`config.mk`:
```
export PLATFORM = sky130hd
export DESIGN_NAME = mips_datapath
export DESIGN_NICKNAME = d
export VERILOG_FILES = /design/src/rtl/mips_pkg.sv /design/src/rtl/mips_regfile.sv /design/src/rtl/mips_datapath.sv
export SDC_FILE = /design/constraint.sdc
export NUM_CORES = 2
export LEC_CHECK = 0
export CAP_MARGIN = 5
export CORE_ASPECT_RATIO = 1.75
export CORE_MARGIN = 2
export CORE_UTILIZATION = 50
export CTS_CLUSTER_SIZE = 40
export DETAILED_ROUTE_END_ITERATION = 6
export GPL_TIMING_DRIVEN = 1
export HOLD_SLACK_MARGIN = 0.05
export PLACE_DENSITY = 0.78
export SYNTH_ARGS = -nofsm -noshare
export SYNTH_HDL_FRONTEND = slang
export SYNTH_HIERARCHICAL = 1
export SYNTH_SLANG_ARGS = --single-unit
```
`constraint.sdc`:
```
create_clock -name clk -period 7.75 [get_ports clk]
set_clock_uncertainty 0.2 [all_clocks]
set_input_delay 0.775 -clock clk [delete_from_list [all_inputs] [get_ports clk]]
set_output_delay 0.775 -clock clk [all_outputs]
set_load 0.01 [all_outputs]
```
`src/rtl/mips_pkg.sv`:
```
// rtl/mips_pkg.sv - shared constants and helpers for the single-cycle MIPS datapath
package mips_pkg;

  // Machine word and register-file geometry
  localparam int XLEN   = 32;
  localparam int NREG   = 32;
  localparam int REG_AW = 5;

  // alucontrol encodings produced by the ALU decoder
  localparam logic [2:0] ALU_AND = 3'b000;
  localparam logic [2:0] ALU_OR  = 3'b001;
  localparam logic [2:0] ALU_ADD = 3'b010;
  localparam logic [2:0] ALU_SUB = 3'b110;
  localparam logic [2:0] ALU_SLT = 3'b111;

  // Sequential fetch stride in bytes
  localparam logic [XLEN-1:0] PC_STEP = 32'd4;

  // Sign-extend a 16-bit immediate to a full word
  function automatic logic [XLEN-1:0] sign_extend16(input logic [15:0] imm);
    return {{16{imm[15]}}, imm};
  endfunction

endpackage

```
`src/rtl/mips_regfile.sv`:
```
// rtl/mips_regfile.sv - 32x32 register file, two async read ports, one sync write port
module mips_regfile
  import mips_pkg::*;
(
  input  logic              clk,
  input  logic              reset,
  input  logic              we,
  input  logic [REG_AW-1:0] ra1,
  input  logic [REG_AW-1:0] ra2,
  input  logic [REG_AW-1:0] wa,
  input  logic [XLEN-1:0]   wd,
  output logic [XLEN-1:0]   rd1,
  output logic [XLEN-1:0]   rd2
);

  logic [XLEN-1:0] regs [NREG];

  // Synchronous clear has priority; r0 is never written so it stays zero
  always_ff @(posedge clk) begin
    if (reset) begin
      for (int i = 0; i < NREG; i++) begin
        regs[i] <= '0;
      end
    end else if (we && (wa != '0)) begin
      regs[wa] <= wd;
    end
  end

  // Reads see the pre-edge contents; there is deliberately no write bypass
  assign rd1 = (ra1 == '0) ? '0 : regs[ra1];
  assign rd2 = (ra2 == '0) ? '0 : regs[ra2];

endmodule

```
`src/rtl/mips_datapath.sv`:
```
// rtl/mips_datapath.sv - single-cycle MIPS datapath: PC, next-PC, regfile, ALU, write-back
module mips_datapath
  import mips_pkg::*;
(
  input  logic        clk,
  input  logic        reset,
  input  logic        memtoreg,
  input  logic        pcsrc,
  input  logic        alusrc,
  input  logic        regdst,
  input  logic        regwrite,
  input  logic        jump,
  input  logic [2:0]  alucontrol,
  input  logic [31:0] instr,
  input  logic [31:0] readdata,
  output logic        zero,
  output logic [31:0] pc,
  output logic [31:0] aluout,
  output logic [31:0] writedata
);

  logic [31:0] pcplus4;
  logic [31:0] pcbranch;
  logic [31:0] pcnextbr;
  logic [31:0] pcjump;
  logic [31:0] pcnext;
  logic [31:0] signimm;
  logic [31:0] srca;
  logic [31:0] srcb;
  logic [31:0] rd2;
  logic [31:0] result;
  logic [31:0] bb;
  logic [31:0] sum;
  logic [4:0]  writereg;

  // The opcode field is decoded by the controller, not here
  logic        opcode_unused;
  assign opcode_unused = ^instr[31:26];

  // Program counter: cleared by reset, otherwise advances every cycle
  always_ff @(posedge clk) begin
    if (reset) begin
      pc <= '0;
    end else begin
      pc <= pcnext;
    end
  end

  // Next-PC selection; jump wins over a taken branch
  assign signimm  = sign_extend16(instr[15:0]);
  assign pcplus4  = pc + PC_STEP;
  assign pcbranch = pcplus4 + (signimm << 2);
  assign pcnextbr = pcsrc ? pcbranch : pcplus4;
  assign pcjump   = {pcplus4[31:28], instr[25:0], 2'b00};
  assign pcnext   = jump ? pcjump : pcnextbr;

  // Destination register and write-back data
  assign writereg = regdst ? instr[15:11] : instr[20:16];
  assign result   = memtoreg ? readdata : aluout;

  mips_regfile u_regfile (
    .clk   (clk),
    .reset (reset),
    .we    (regwrite),
    .ra1   (instr[25:21]),
    .ra2   (instr[20:16]),
    .wa    (writereg),
    .wd    (result),
    .rd1   (srca),
    .rd2   (rd2)
  );

  assign writedata = rd2;
  assign srcb      = alusrc ? signimm : rd2;

  // F[2] inverts B and injects the carry, turning add into subtract
  assign bb  = alucontrol[2] ? ~srcb : srcb;
  assign sum = srca + bb + {31'b0, alucontrol[2]};

  // Result select; SLT takes the raw sign of the difference, no overflow fix-up
  always_comb begin
    aluout = '0;
    case (alucontrol[1:0])
      2'b00:   aluout = srca & bb;
      2'b01:   aluout = srca | bb;
      2'b10:   aluout = sum;
      default: aluout = {31'b0, sum[31]};
    endcase
  end

  assign zero = (aluout == 32'b0);

endmodule

```
== After elaboration in Yosys (flattened, before gate mapping) ==
Memory sizes are Yosys's and may differ from the RTL's.
Cells that the tools add are included.
Operators by class
  $add $sub $neg: 4
  multiply operators: 0
  divide/modulo/power cells: 0
  $lt $le $gt $ge: 0
  equal/unequal tests: 2
  shift operators: 0
  mux-type cells: 17
  bitwise logic cells: 3
  reductions and logical operators: 8
Operators by type and width (count)
  two-way mux 32 bit: 8
  one-hot mux 32 bit (3 select lines): 1
  adder 32 bit: 2
  adder 32 x 1 -> 32 bit: 1
  adder 32 x 3 -> 32 bit, second input constant: 1
  bitwise AND 32 bit: 1
  logical NOT 32 bit: 1
  inverter 32 bit: 1
  bitwise OR 32 bit: 1
  OR reduction 32 bit: 1
  logical NOT 5 bit: 2
  two-way mux 5 bit: 2
  two-way mux 1 bit: 6
  nonzero test 5 bit: 1
  == test 2 x 1 -> 1 bit, second input constant: 1
  == test 2 bit, second input constant: 1
  logical NOT 2 bit: 1
  OR reduction 2 bit: 1
  logical AND 1 bit: 1
Word-level totals
  bits in registers: 32
  bits in latches: 0
  memory bits (writable): 1024
  ROM bits: 0
  input port bits: 75
  output and inout bits: 97
  word-level logic and storage cells: 37
  memories kept: 1
Memory list
  u_regfile.regs: depth 32, width 32, rd ports 2, clocked after memory_dff 0, wr ports 32, RTL line mips_regfile.sv:16  | logic [XLEN-1:0] regs [NREG];

== Depth between registers and ports, before layout ==
  depth in word-level cells: 10
  mapped depth: 27
  gate-level depth less buffers: 20

== Cells and area by module ==
The synthesis kept the hierarchy.
Modules (own cells, without submodules)
  mips_regfile: times used 1, cells each 3502, area each 54253.3 µm², seq. area each 30749.5 µm²
  mips_datapath: times used 1, cells each 1002, area each 7168.1 µm², seq. area each 600.6 µm²

== Worst setup path after synthesis ==
OpenSTA, ideal clock, no wires.
  path kind: input port to output port
  from: input instr[18]
  to: output zero
  arrival: 5.842 ns
  required time: 6.775 ns
  slack: 0.933 ns
  stages on the path: 23
  buffers on the path: 4
  cell sequence: buf_2 buf_2 buf_1 mux4_2 a22o_1 a2111oi_1 nor3_1 a21oi_1 xnor2_1 inv_1 ha_1 buf_4 nand4_2 or2_1 or3_4 a2111oi_4 or2_1 a31oi_2 o311a_1 a211o_1 a2111oi_2 nand4_1 nor2_1
Between the ends
  cells in the longest elaborated chain, start to end: 9
  elaborated cells between the ends (all ways): 12
  those cells by class: add/sub: 2; mux: 4; bitwise: 3; reduce/logical: 2; memory: 1
RTL lines
  from (decl): RTL line mips_datapath.sv:14  | input logic [31:0] instr,
  memory (32 x 32 bit) or logical NOT 5 bit (tied branches)
  two-way mux 32 bit (*): RTL line mips_regfile.sv:31  | assign rd2 = (ra2 == '0) ? '0 : regs[ra2];
  named net writedata[17]: RTL line mips_datapath.sv:19  | output logic [31:0] writedata
  two-way mux 32 bit (*): RTL line mips_datapath.sv:74  | assign srcb = alusrc ? signimm : rd2;
  inverter 32 bit: RTL line mips_datapath.sv:77  | assign bb = alucontrol[2] ? ~srcb : srcb;
  two-way mux 32 bit (*): RTL line mips_datapath.sv:77
  adder 32 bit (*): RTL line mips_datapath.sv:78  | assign sum = srca + bb + {31'b0, alucontrol[2]};
  adder 32 x 1 -> 32 bit (*): RTL line mips_datapath.sv:78
  one-hot mux 32 bit (3 select lines) (*): RTL line mips_datapath.sv:83  | case (alucontrol[1:0])
  named net aluout[25]: RTL line mips_datapath.sv:18  | output logic [31:0] aluout,
  logical NOT 32 bit (*): RTL line mips_datapath.sv:91  | assign zero = (aluout == 32'b0);
  to (decl): RTL line mips_datapath.sv:16  | output logic zero,
Mark *: on every way through the listed nets, which the timed path passes. The rest lies on a longest branch.

== Final worst setup path ==
  from: input instr[19]
  to: output zero
Between the ends
  cells in the longest elaborated chain, start to end: 9
  elaborated cells between the ends (all ways): 12
  those cells by class: add/sub: 2; mux: 4; bitwise: 3; reduce/logical: 2; memory: 1
RTL lines (RTL line)
  memory (32 x 32 bit) or logical NOT 5 bit (tied branches)
  two-way mux 32 bit (*): mips_regfile.sv:31
  two-way mux 32 bit (*): mips_datapath.sv:74
  inverter 32 bit: mips_datapath.sv:77
  two-way mux 32 bit (*): mips_datapath.sv:77
  adder 32 bit: mips_datapath.sv:78
  adder 32 x 1 -> 32 bit: mips_datapath.sv:78
  one-hot mux 32 bit (3 select lines) (*): mips_datapath.sv:83
  logical NOT 32 bit (*): mips_datapath.sv:91
Every way passes the cells marked *; elsewhere a longest branch is shown, timed or not.

==> impl_metrics.yaml <==
outcome:
  outcome: "finished with violations"
  violations: "design-rule violations"
layout:
  drive_gt1_share_pct: 28.11
  area_growth_pct: 16.86
  final_nets: 5086
  fillers: 9132
  fin_util_pct: 58.69
  finalNonFillerCells: 6621
  final_common_cell: "edfxtp_1"
  mostFrequentLayoutCells: "1,024 x edfxtp_1, 1,005 x and2_1, 502 x buf_4"
power_and_ir_drop:
  seqPwrFrac_pct: 44.7
  ir_drop_mv: 0.1791
  p_sw_share_pct: 28.18
  p_comb_share_pct: 22.5
  switchingPower_w: 0.004183
  internal_power_w: 0.01066
  static-leakage-power_nw: 27.03
  pwr-share-clk_pct: 32.8
  powerDensity_nw_per_um2: 206.8
setup_path:
  crit_type: "primary input to output pin"
  end_kind: "output pin"
  critPathMaxStageDelay_ns: 0.50
  reg2reg_depth: 22
  crit_buf_inv: 9
  r2r_slack_ns: 1.49
  critical_path_arrival_ns: 6.68
  cp.required_ns: 6.78
  slowest_stage: "or4_1"
  rr_startpoint: "u_regfile/regs[30][15]"
  crit_fanout: 10
  crit_top_cell: "buf_4"
  setup.worst_path.start_class: "primary input"
  r2r-end: "u_regfile/regs[18][23]"
  critical-path-top-delay-family: "simple AND/OR/NAND/NOR gates"
timing:
  hold_viol_final: 0
  finalCritPeriodShare_pct: 98.84
  fin_crit_ns: 7.660
  hold_slack_ns: 0.2799
  setup_viol: 0
  slew_viol_final: 0
  fmaxAchievable_mhz: 130.5
  worst_slew_margin_rel_pct: 29.47
  rsz0062_at_grt: "true"
  worstMarginPinSlew_ns: 1.058
  tns_ns: 0
global_route:
  grt_pass1_vias: 46370
  grt_pass1_wl_mm: 306.0
  antenna_found_initial: 5
  grtUsageTotal_pct: 34.17
  grt_max_degree: 60
  overflow: 0
place:
  dpl.hpwl_mm: 142.3
  placedCellCount: 6438
  port-buffer-count: 163
  gp_routability_congestion: 0.9669
route:
  drc_errors: 3
  drtIter0Drc: 6185
  ant_nets: 0
  drt-total-wl_mm: 217.6
  wl_per_cell_um: 32.87
  dr.pass1.iters: 7
  vias: 45470
  viasPerCell: 6.867
clock_network:
  numCtsBuffers: 89
  cts.path.max_buffers: 3
  cts-root-buf: "clkbuf_16"
  clock_latency_ns: 0.71
  htree_num_levels: 3
  hold_buffers: 0
  path_clk_slew_ns: 0.07
  cts.sinks: 1054
  tritoncts: "yes"
hold_path:
  hp-class: "primary input to register"
  hold_start: "instr[23]"
  min_path_cells: 3
  whs_endpoint: "pc[25]"
synth:
  yosysWarnings: 6
  syn_area_per_cell_um2: 13.64
  syn_area_um2: 61420
  syn-instance-count: 4504
  ys.flop_type: "edfxtp_1"
  synth_edf_count: 1024
  ys_seq_elements: 1054
  synth-async-reset-ratio_pct: 0
  ys_types: 87
  yosysSeqAreaShare_pct: 51.04
floorplan:
  die_h_um: 467.7
  core_um2: 122300
  floorplan.initialDensity_pct: 50.22
  die_w_um: 268.9
  placementRows: 170
  ioPinCount: 172
  die_area_um2: 125800
run:
  cap_violations: 0
## worst reg2reg max path, stage by stage (launching register included)
cell and delay, ns:
edfxtp_1 0.43, mux4_2 0.50, a22o_1 0.26, a2111oi_1 0.34, buf_4 0.21, nor3_1 0.06, buf_4 0.14, a21oi_1 0.17
xnor2_1 0.15, inv_1 0.06, ha_1 0.31, nand4_2 0.14, or2_1 0.27, or3_4 0.39, a2111oi_4 0.50, or2_1 0.24
a31oi_4 0.13, buf_4 0.16, or4_1 0.40, nand3_1 0.16, buf_4 0.19, mux2_2 0.49, and2_1 0.23
## cell families (layout without fill, tap and decap cells)
kind of cell             after synthesis  after routing  share of synthesized area, %
AND/OR/NAND/NOR                     1480           1480                         14.11
other                                  2             40                       0.01223
AO/OA/AOI/OAI                        539            539                         6.201
XOR/XNOR                             103            103                         1.469
flip-flops                          1054           1054                         51.04
buffers and inverters                514            959                         3.754
adder cells (fa/ha/maj)               96             96                         1.980
multiplexers                         716            716                         21.44
## cells in the mapped netlist, drive strengths merged (13+ instances only)
library cell	count	share of area (%)
edfxtp	1024	50
and2	1006	10
mux4	472	17
clkbuf	299	1.8
mux2i	179	2.9
nor2	140	0.86
buf	130	1.4
o22ai	111	1.1
a21oi	109	0.89
ha	94	1.9
inv	84	0.51
nand2	82	0.50
xnor2	77	1.1
mux2	65	1.2
nor3	65	0.53
a2111oi	58	0.95
a22o	52	0.74
o21ai	52	0.42
or2	38	0.39
nand3	37	0.30
dfxtp	30	0.98
xor2	26	0.37
a211oi	25	0.31
a21o	24	0.29
nor2b	22	0.22
and3	18	0.18
a22oi	16	0.20
nand2b	14	0.14
a31oi	13	0.14
## power by group through the flow
stage          Combinational, W  Sequential [W]  Clock, W
2_1_floorplan           0.00176         0.00668         0
3_3_place_gp            0.00310         0.00672         0
3_5_place_dp            0.00315         0.00674         0
4_1_cts                 0.00319         0.00662   0.00486
5_1_grt                 0.00348         0.00664   0.00504
6_report                0.00334         0.00663   0.00487
## metrics by stage
stage | total power (W) | instance area [µm²] | setup slack, ns
2_1_floorplan | 0.008442 | 61540 | 0.9334
3_3_place_gp | 0.009816 | 67900 | -0.8234
3_5_place_dp | 0.009888 | 67900 | -0.8180
4_1_cts | 0.01467 | 71110 | 0.002489
5_1_grt | 0.01517 | 71770 | -0.06308
6_report | 0.01484 | 71780 | 0.09003
## per-layer routing
metal | vias to the layer above | global-route usage [%] | wire length [µm]
li1 | 17930 | - | -
met1 | 22210 | 36.21 | 63520
met2 | 4066 | 56.45 | 105700
met3 | 1266 | 7.857 | 25650
met4 | 2 | 30.88 | 22760
met5 | - | 0 | 13
## worst max path at each step
| stage | from | endpoint | slack (ns) | cells past startpoint |
|---|---|---|---|---|
| 4_1_cts | instr[19] | aluout[0] | 0.002 | 29 |
| 3_3_place_gp | instr[19] | zero | -0.82 | 24 |
| 3_5_place_dp | instr[19] | zero | -0.82 | 24 |
| 6_report | instr[19] | zero | 0.09 | 28 |
| 2_1_floorplan | instr[18] | zero | 0.93 | 23 |
| 5_1_grt | instr[19] | zero | -0.06 | 28 |
## registers in the layout, indices dropped and copies added, names as in the netlist
signal / cells
pc: 30
u_regfile/regs: 1024
## timing repair
| item | 4_1_cts | 5_1_grt |
|---|---|---|
| endpoints found under the setup margin | 7 | 8 |
| setup buffers | 0 | 17 |
| cloned | 1 | 2 |
| gates resized for setup | 26 | 87 |
| pin swaps | 5 | 30 |
## layout make-up
class	count	area, µm²	share of cell area (%)
inverter	85	319.1	0.4445
multi-input combinational	2968	28540	39.76
clock inverter	52	670.6	0.9343
tap	1634	2044	2.848
antenna	6	15.01	0.02092
clock buffer	105	2394	3.335
timing repair buffer	717	6447	8.983
sequential	1054	31350	43.68
No activity file was read; power rests on OpenSTA's default activity.
